--- src/rtl/adc_cmd_formatter.sv ---
// Formats one ADC sample per frame as the display command "add <ID>,<CH>,<value>"
// followed by three 0xFF terminators, streamed one byte per valid/ready transfer.
module adc_cmd_formatter #(
    parameter int unsigned DATA_W = 8,
    parameter int unsigned OBJ_ID = 1,
    parameter int unsigned CHAN   = 0
) (
    input  logic              RST_clk,
    input  logic              RST_n,
    input  logic [DATA_W-1:0] adc_data,
    input  logic              adc_valid,
    output logic              adc_ready,
    output logic [7:0]        tx_data,
    output logic              tx_valid,
    input  logic              tx_ready,
    output logic              frame_busy,
    output logic [7:0]        drop_cnt
);

    localparam int unsigned CNT_W = 4;
    localparam int unsigned BCD_W = 16;
    localparam logic [CNT_W-1:0] CNT_DONE = CNT_W'(DATA_W);
    localparam logic [7:0] ID_CHR = 8'(32'h30 + OBJ_ID);
    localparam logic [7:0] CH_CHR = 8'(32'h30 + CHAN);

    typedef enum logic [2:0] {
        S_IDLE,
        S_CONVERT,
        S_HDR,
        S_VAL,
        S_TERM
    } state_t;

    state_t            r_state, w_state_n;
    logic [DATA_W-1:0] r_shift, w_shift_n;
    logic [BCD_W-1:0]  r_bcd, w_bcd_n, w_bcd_adj;
    logic [CNT_W-1:0]  r_cnt, w_cnt_n;
    logic [2:0]        r_idx, w_idx_n;
    logic [1:0]        r_lead, w_lead_n, w_lead;
    logic [7:0]        r_tx_data, w_tx_data_n;
    logic              r_tx_valid, w_tx_valid_n;
    logic              r_adc_ready, w_adc_ready_n;
    logic              r_frame_busy, w_frame_busy_n;
    logic [7:0]        r_drop_cnt, w_drop_cnt_n;
    logic              w_xfer;

    function automatic logic [7:0] hdr_byte(input logic [2:0] idx);
        case (idx)
            3'd0:    hdr_byte = 8'h61;
            3'd1:    hdr_byte = 8'h64;
            3'd2:    hdr_byte = 8'h64;
            3'd3:    hdr_byte = 8'h20;
            3'd4:    hdr_byte = ID_CHR;
            3'd6:    hdr_byte = CH_CHR;
            default: hdr_byte = 8'h2C;
        endcase
    endfunction

    function automatic logic [7:0] digit_chr(input logic [BCD_W-1:0] bcd, input logic [1:0] sel);
        case (sel)
            2'd3:    digit_chr = {4'h3, bcd[15:12]};
            2'd2:    digit_chr = {4'h3, bcd[11:8]};
            2'd1:    digit_chr = {4'h3, bcd[7:4]};
            default: digit_chr = {4'h3, bcd[3:0]};
        endcase
    endfunction

    assign w_xfer = r_tx_valid && tx_ready;

    // Add-3 correction applied to every BCD digit before each shift
    always_comb begin
        w_bcd_adj = r_bcd;
        for (int i = 0; i < 4; i++) begin
            if (r_bcd[i*4 +: 4] >= 4'd5) begin
                w_bcd_adj[i*4 +: 4] = r_bcd[i*4 +: 4] + 4'd3;
            end
        end
    end

    // Most significant nonzero digit; the units digit is always sent
    always_comb begin
        if (r_bcd[15:12] != 4'd0)     w_lead = 2'd3;
        else if (r_bcd[11:8] != 4'd0) w_lead = 2'd2;
        else if (r_bcd[7:4] != 4'd0)  w_lead = 2'd1;
        else                          w_lead = 2'd0;
    end

    always_ff @(posedge RST_clk) begin
        if (!RST_n) begin
            r_state      <= S_IDLE;
            r_shift      <= '0;
            r_bcd        <= '0;
            r_cnt        <= '0;
            r_idx        <= '0;
            r_lead       <= '0;
            r_tx_data    <= 8'h00;
            r_tx_valid   <= 1'b0;
            r_adc_ready  <= 1'b1;
            r_frame_busy <= 1'b0;
            r_drop_cnt   <= 8'd0;
        end else begin
            r_state      <= w_state_n;
            r_shift      <= w_shift_n;
            r_bcd        <= w_bcd_n;
            r_cnt        <= w_cnt_n;
            r_idx        <= w_idx_n;
            r_lead       <= w_lead_n;
            r_tx_data    <= w_tx_data_n;
            r_tx_valid   <= w_tx_valid_n;
            r_adc_ready  <= w_adc_ready_n;
            r_frame_busy <= w_frame_busy_n;
            r_drop_cnt   <= w_drop_cnt_n;
        end
    end

    // Next byte is loaded on the edge that completes the current transfer
    always_comb begin
        w_state_n    = r_state;
        w_shift_n    = r_shift;
        w_bcd_n      = r_bcd;
        w_cnt_n      = r_cnt;
        w_idx_n      = r_idx;
        w_lead_n     = r_lead;
        w_tx_data_n  = r_tx_data;
        w_tx_valid_n = r_tx_valid;
        w_drop_cnt_n = r_drop_cnt;

        case (r_state)
            S_IDLE: begin
                if (adc_valid && r_adc_ready) begin
                    w_state_n = S_CONVERT;
                    w_shift_n = adc_data;
                    w_bcd_n   = '0;
                    w_cnt_n   = '0;
                end
            end
            S_CONVERT: begin
                if (r_cnt != CNT_DONE) begin
                    w_bcd_n   = (w_bcd_adj << 1) | BCD_W'(r_shift[DATA_W-1]);
                    w_shift_n = r_shift << 1;
                    w_cnt_n   = r_cnt + CNT_W'(1);
                end else begin
                    w_state_n    = S_HDR;
                    w_idx_n      = 3'd0;
                    w_lead_n     = w_lead;
                    w_tx_valid_n = 1'b1;
                    w_tx_data_n  = hdr_byte(3'd0);
                end
            end
            S_HDR: begin
                if (w_xfer) begin
                    if (r_idx == 3'd7) begin
                        w_state_n   = S_VAL;
                        w_idx_n     = {1'b0, r_lead};
                        w_tx_data_n = digit_chr(r_bcd, r_lead);
                    end else begin
                        w_idx_n     = r_idx + 3'd1;
                        w_tx_data_n = hdr_byte(r_idx + 3'd1);
                    end
                end
            end
            S_VAL: begin
                if (w_xfer) begin
                    if (r_idx == 3'd0) begin
                        w_state_n   = S_TERM;
                        w_tx_data_n = 8'hFF;
                    end else begin
                        w_idx_n     = r_idx - 3'd1;
                        w_tx_data_n = digit_chr(r_bcd, 2'(r_idx - 3'd1));
                    end
                end
            end
            S_TERM: begin
                if (w_xfer) begin
                    if (r_idx == 3'd2) begin
                        w_state_n    = S_IDLE;
                        w_tx_valid_n = 1'b0;
                        w_tx_data_n  = 8'h00;
                    end else begin
                        w_idx_n = r_idx + 3'd1;
                    end
                end
            end
            default: begin
                w_state_n    = S_IDLE;
                w_tx_valid_n = 1'b0;
            end
        endcase

        w_adc_ready_n  = (w_state_n == S_IDLE);
        w_frame_busy_n = (w_state_n != S_IDLE);

        if (adc_valid && !r_adc_ready && (r_drop_cnt != 8'hFF)) begin
            w_drop_cnt_n = r_drop_cnt + 8'd1;
        end
    end

    assign adc_ready  = r_adc_ready;
    assign tx_data    = r_tx_data;
    assign tx_valid   = r_tx_valid;
    assign frame_busy = r_frame_busy;
    assign drop_cnt   = r_drop_cnt;

endmodule

--- config.mk ---
export PLATFORM = sky130hd
export DESIGN_NAME = adc_cmd_formatter
export DESIGN_NICKNAME = d
export VERILOG_FILES = /design/src/rtl/adc_cmd_formatter.sv
export SDC_FILE = /design/constraint.sdc
export NUM_CORES = 1
export LEC_CHECK = 0
export ABC_CLOCK_PERIOD_IN_PS = 1900
export BUFFER_PORTS_ARGS = -buffer_cell sky130_fd_sc_hd__buf_2
export CORE_ASPECT_RATIO = 2
export CORE_UTILIZATION = 30
export DETAILED_ROUTE_END_ITERATION = 8
export GPL_TIMING_DRIVEN = 1
export MAX_ROUTING_LAYER = met4
export PLACE_DENSITY_LB_ADDON = 0.3
export REMOVE_ABC_BUFFERS = 1
export SYNTH_ARGS = -nofsm -noshare
export SYNTH_HDL_FRONTEND = slang
export SYNTH_SLANG_ARGS = --single-unit
--- constraint.sdc ---
create_clock -name RST_clk -period 1.9 [get_ports RST_clk]
set_input_delay 0.095 -clock RST_clk [delete_from_list [all_inputs] [get_ports RST_clk]]
set_output_delay 0.095 -clock RST_clk [all_outputs]
set_load 0.01 [all_outputs]
==> metrics.md, run 1 <==
| Metric | Value |
|---|---|
| Remaining DRCs | `0` |
| Vias in the first global route | `3,050` |
| Critical Path Sink Type | `flip-flop` |
| Via count | `2,981` |
| Post-CTS Resized | `0` |
| Clock Path Buffers | `2` |
| CTS Buf Count | `5` |
| # fillers | `1,101` |
| Post-synth ARST share | `0` |
| EDFF count, synth | `0` |
| Worst r2r src | `r_state[0]` |
| Row count | `53` |
| Core area | `0.0105 mm²` |
| IO Pins | `31` |
| Layout area overhead | `17.1%` |
| Setup repair bufs after CTS | `0` |
| Worst clock skew | `0.00142 ns` |
| Root buf cell | `clkbuf_16` |
| Largest net degree at the start of global routing | `21` |
| Slew @ Worst Pin | `0.390 ns` |
| Peak supply drop | `415 µV` |
| Final setup violation count | `0` |
| DIE AREA | `0.0114 mm²` |
| Synthesized area per cell | `8.35 µm²` |
| Status | `finished clean` |
| Sequential Area | `0.00110 mm²` |
| Post-Place Worst Slack | `0.0746 ns` |
| Die height | `150 µm` |
| Synth warn | `0` |
| Crit-path max FO | `7` |
| RSZ-0062 raised after global routing | `yes` |
| Cts hold-fix bufs | `0` |
| Hold path depth | `3` |
| Initial Utilization | `0.311` |
| CTS tree | `yes` |
| Tot GR Track Use | `0.166` |
| DRT iter0 DRCs | `166` |
| Most frequent cells in the layout | `dfxtp_1 (55), nor2_1 (42), nand2_1 (35)` |
| P_leak | `1.46 nW` |
| Final worst path period share | `0.968` |
| Dpl hpwl | `6.80 mm` |
| Initial antenna violation count | `0` |
| CP startpoint kind | `flip-flop` |
| Most common cell after layout, fill and taps aside | `dfxtp_1` |
| #FFs+latches synth | `55` |
| FF-to-FF path depth | `5` |
| Final ANT Viol Nets | `0` |
| RePlAce Congestion | `0.872` |
| Min cycle time layout | `1.84 ns` |
| Vias per inst | `5.22` |
| GR Overflow Total | `0` |
| Final TNS setup | `0 ns` |
| Relative slew slack | `0.739` |
| First-pass GRT wire length | `14.4 mm` |
| Final Net Count | `465` |
| Slew Viols, Final | `0` |
| Count of maximum capacitance violations | `0` |
| Number of port buffers | `30` |
| Post-synthesis sequential area ratio | `0.335` |
| CTS clk-pin slew, worst paths | `0.07 ns` |
| Hold Crit Start | `adc_data[0]` |
| Gate Count Post-Synth | `393` |
| Critical path class | `reg -> reg` |
| Power density over the cells | `669 mW/mm²` |
| Worst Path Arrival | `2.09 ns` |
| Reg2reg setup slack | `0.06 ns` |
| Final hold viol count | `0` |
| Netlist cell types | `56` |
| ANT cells | `0` |
| Cell Area, Synth | `0.00328 mm²` |
| Die width | `76.0 µm` |
| Hold Path Sink | `r_shift[0]` |
| Min-delay worst type | `in -> reg` |
| Fraction of layout cells with a size suffix above 1 | `0.194` |
| WL/cell | `15.5 µm` |
| FF-to-FF End | `r_idx[2]` |
| Routed WL | `8.84 mm` |
| Synth Flop Type | `dfxtp_1` |
| Clk_lat worst skew | `0.30 ns` |
| H-Tree Depth | `2` |
| First-pass detailed-route iteration total | `4` |
| Area of the multi-input gates | `0.00197 mm²` |
| Clock Sinks | `55` |
| Maximum clock rate | `543 MHz` |
| Final setup margin | `0.0600 ns` |
| Worst Path Required | `2.15 ns` |
==> worst max-delay path by stage <==
stage | start | to | slack (ns) | cells past startpoint
floorplan | r_state[0] | frame_busy | -0.1 | 5
global placement | r_state[2] | r_idx[1] | 0.13 | 4
detailed placement | r_state[2] | r_idx[2] | 0.07 | 5
CTS | r_state[2] | tx_data[4] | 0.07 | 5
global route | r_state[0] | r_idx[2] | 0.003 | 5
finish | r_state[0] | r_idx[2] | 0.06 | 5
==> metrics by stage <==
stage                     instance area [µm²]  std cells  hold slack (ns)  power [mW]  utilization
after floorplan                          3130        370            0.166        1.39            -
final                                    3840        571           0.0400        2.57        0.365
after global routing                     3840        571           0.0388        2.69        0.365
after detailed placement                 3660        563            0.358        1.51        0.347
after global placement                   3660        563            0.352        1.51        0.347
after CTS                                3830        571           0.0414        2.61        0.363
==> synth_stat cells, types with 8 or more instances <==
cell type	count	area share
ha_1	20	0.076
clkbuf_1	10	0.011
nor3_1	11	0.017
dfxtp_1	55	0.34
a22oi_1	13	0.030
xnor2_1	10	0.027
o21ai_0	19	0.029
nand2_1	35	0.040
a21oi_1	27	0.041
nand2b_1	11	0.021
inv_1	20	0.023
a311oi_1	8	0.021
nor2_1	42	0.048
nand3_1	13	0.020
==> kinds of logic (layout without fill, tap and decap cells) <==
logic type	count (synthesis)	in the layout	share of synthesized area
DFF	55	55	0.335
muxes	12	12	0.0453
adders and majority gates	20	20	0.0762
buffers and inverters	43	84	0.0697
AOI/OAI and AO/OA	106	106	0.217
xor gates and xnor gates	13	13	0.0347
and+or+nand+nor	144	144	0.221
==> worst max-delay path, cell delays in order (launching register included) <==
cell and delay (ns):
dfxtp_1 0.44, or3b_4 0.49, nor2_4 0.19, nor2_2 0.11
a2111oi_2 0.37, o31a_1 0.18
==> sequential cells by signal (all words and copies together) (netlist names) <==
signal      count
adc_ready       1
r_idx           3
tx_data         8
r_lead          2
r_bcd          16
tx_valid        1
drop_cnt        8
r_shift         8
frame_busy      1
r_state         3
r_cnt           4
==> layer usage <==
layer,up-vias,track usage,part of all wire
met3,23,0.0189,0.026
met5,-,-,0
met2,61,0.320,0.56
li1,1483,-,-
met4,0,0.123,0.050
met1,1414,0.146,0.37
==> cell type report <==
type,count,share of cell area
multi-input cells,295,0.513
flip-flops and latches,55,0.286
repair buffers,56,0.0931
clock buffers,6,0.0335
well taps,137,0.0446
inverters,20,0.0195
clock inverters,2,0.0101
==> power breakdown <==
group	leakage (nW)	internal, mW	switching [mW]
logic	0.929	0.109	0.163
clock network	0.0815	0.629	0.459
registers	0.446	1.19	0.0258
total	1.46	1.93	0.647
No activity file was read; power rests on OpenSTA's default activity.
==> inputs of run 2 (changes only) <==
--- a/config.mk
+++ b/config.mk
@@ -5,9 +5,8 @@
 export SDC_FILE = /design/constraint.sdc
 export NUM_CORES = 1
 export LEC_CHECK = 0
-export ABC_CLOCK_PERIOD_IN_PS = 1900
+export ABC_CLOCK_PERIOD_IN_PS = 1750
 export BUFFER_PORTS_ARGS = -buffer_cell sky130_fd_sc_hd__buf_2
-export CORE_ASPECT_RATIO = 2
 export CORE_UTILIZATION = 30
 export DETAILED_ROUTE_END_ITERATION = 8
 export GPL_TIMING_DRIVEN = 1
==> constraint.sdc (replaced) <==
create_clock -name RST_clk -period 1.75 [get_ports RST_clk]
set_input_delay 0.0875 -clock RST_clk [delete_from_list [all_inputs] [get_ports RST_clk]]
set_output_delay 0.0875 -clock RST_clk [all_outputs]
set_load 0.01 [all_outputs]
==> run 2 against run 1 <==
Compared with the run above: worst setup slack better by 0.060 ns; global-route usage is 0.81 points lower; highest routed layer unchanged; sequential cell count stayed put; register-to-register slack better by 0.06 ns; fmax is 13% higher; largest power group unchanged; total power is 1.2% lower; final area is 3.5% higher.
==> metrics.md, run 2 (synthesized netlist as in run 1, its figures left out) <==
| Metric | Value |
|---|---|
| Status | `finished clean` |
| Row count | `37 (-30%)` |
| Power density over the cells | `638 mW/mm² (-4.6%)` |
| Final worst path period share | `0.932 (-0.0368)` |
| Remaining DRCs | `0 (unchanged)` |
| Final setup violation count | `0 (unchanged)` |
| Flip-flop count of the largest register after layout | `16 (unchanged)` |
| Min cycle time layout | `1.63 ns (-0.210 ns)` |
| CP startpoint kind | `flip-flop` |
| CTS Buf Count | `5 (unchanged)` |
| Clock Path Buffers | `2 (unchanged)` |
| Initial Utilization | `0.314 (+0.00242)` |
| Die width | `107 µm (+40%)` |
| H-Tree Depth | `2 (unchanged)` |
| Layout area overhead | `21.3%` |
| Die height | `107 µm (-29%)` |
| Cts hold-fix bufs | `0 (unchanged)` |
| Count of maximum capacitance violations | `0 (unchanged)` |
| Relative slew slack | `0.750 (+0.0110)` |
| Worst r2r src | `r_idx[0]` |
| Hold Crit Start | `adc_data[0]` |
| Crit-path max FO | `6 (-1)` |
| Initial antenna violation count | `0 (unchanged)` |
| Fraction of layout cells with a size suffix above 1 | `0.255 (+0.0614)` |
| Final setup margin | `0.120 ns (+0.0596 ns)` |
| Maximum clock rate | `613 MHz (+13%)` |
| Clock Sinks | `55 (unchanged)` |
| First-pass detailed-route iteration total | `5 (+1)` |
| Critical path class | `reg -> reg` |
| Final hold viol count | `0 (unchanged)` |
| # fillers | `1,105 (+0.36%)` |
| Critical Path Sink Type | `flip-flop` |
| Biggest register | `r_bcd` |
| Final Net Count | `482 (+3.7%)` |
| DIE AREA | `0.0114 mm² (-0.22%)` |
| Slew Viols, Final | `0 (unchanged)` |
| Worst Path Required | `2.00 ns (-0.15 ns)` |
| Peak supply drop | `291 µV (-30%)` |
| Dpl hpwl | `6.29 mm (-7.5%)` |
| RePlAce Congestion | `0.822 (-5.7%)` |
| Vias per inst | `5.11 (-2.1%)` |
| ANT cells | `0 (unchanged)` |
| Crit. Startpoint | `r_idx[0]` |
| Core area | `0.0105 mm² (-0.77%)` |
| Slew @ Worst Pin | `0.374 ns (-0.0161 ns)` |
| First-pass GRT wire length | `14.1 mm (-2.7%)` |
| Post-Place Worst Slack | `-0.0313 ns (-0.106 ns)` |
| GR Overflow Total | `0 (unchanged)` |
| Via count | `2,999 (+0.60%)` |
| Routed WL | `8.56 mm (-3.2%)` |
| Root buf cell | `clkbuf_8` |
| P_leak | `1.52 nW (+4.4%)` |
| Min-delay worst type | `in -> reg` |
| Tot GR Track Use | `0.158 (-0.00813)` |
| Largest net degree at the start of global routing | `34 (+62%)` |
| Post-Layout Cell Count | `587 (+2.8%)` |
| WL/cell | `14.6 µm (-5.8%)` |
| Final ANT Viol Nets | `0 (unchanged)` |
| Placed Cells incl. Taps | `574 (+2.0%)` |
| CTS tree | `yes` |
| Worst clock skew | `0.0169 ns (+0.0154 ns)` |
| Worst Path Arrival | `1.88 ns (-0.21 ns)` |
| Most frequent cells in the layout | `dfxtp_1 (51), nor2_1 (42), buf_4 (40)` |
| Most common cell after layout, fill and taps aside | `dfxtp_1` |
| IO Pins | `31 (unchanged)` |
| Vias in the first global route | `2,837 (-7.0%)` |
| Clk_lat worst skew | `0.32 ns (+0.02 ns)` |
| Number of port buffers | `30 (unchanged)` |
| DRT iter0 DRCs | `184 (+11%)` |
| CTS clk-pin slew, worst paths | `0.11 ns (+0.04 ns)` |
==> run 2: changes by cell type in the layout (fill, tap and decap cells not counted), moves of 3 or more <==
cell / change
buf_4: +15
clkbuf_16: -5
clkbuf_8: +5
dfxtp_1: -4
dfxtp_2: +4
ha_1: -4
a311oi_1: -3
a311oi_2: +3
==> run 2: critical path, cell delays in order (launching register included) <==
cell,delay [ns]
dfxtp_1,0.43
ha_2,0.27
nand2_1,0.16
or3_1,0.37
o221ai_1,0.08
a21oi_1,0.10
o21ai_0,0.15
==> run 2: per-stage QoR <==
stage                      util  power [mW]  TNS [ns]  instance area (µm²)  hold WS (ns)
final                     0.381        2.54         0                 3980        0.0204
after global routing      0.381        2.67  -0.00153                 3980        0.0135
after CTS                 0.370        2.55         0                 3870       0.00819
after detailed placement  0.358        1.65   -0.0313                 3750         0.352
after global placement    0.358        1.64         0                 3750         0.348
after floorplan               -        1.51     -5.91                 3130         0.159
==> run 2: power by group <==
part           internal [mW]  total, mW  switching, mW
registers               1.29       1.32         0.0237
clock network          0.432      0.888          0.456
logic                  0.142      0.339          0.197
total                   1.86       2.54          0.677
==> run 2: path summary, 6_finish.rpt <==
kind	depth (start not counted)	to	slack [ns]
setup / recovery	6	tx_data[3]	0.12
hold / removal	3	r_shift[0]	0.02
setup reg to reg	6	tx_data[3]	0.12
hold reg to reg	2	r_shift[1]	0.47
==> run 2: final cells by class <==
cell class,instances,area (µm²),area share
Clock buffer,5,68.8,0.0173
Clock inverter,3,46.3,0.0116
Inverter,20,75.1,0.0189
Multi-Input combinational cell,296,2030,0.511
Sequential cell,55,1110,0.278
Tap cell,136,170,0.0427
Timing Repair Buffer,72,482,0.121
==> run 2: metal layers <==
metal | track usage | vias to the layer above | wire length, µm
li1 | - | 1519 | -
met1 | 0.207 | 1413 | 4040
met2 | 0.252 | 59 | 4100
met3 | 0.0207 | 8 | 327
met4 | 0.0489 | 0 | 99
met5 | - | - | 0
==> run 2: what timing repair did <==
item	4_1_cts	5_1_grt
pin swaps	0	4
resized for setup	2	21
endpoints found under the setup margin	7	32
buffers inserted	0	4
cloned	0	1
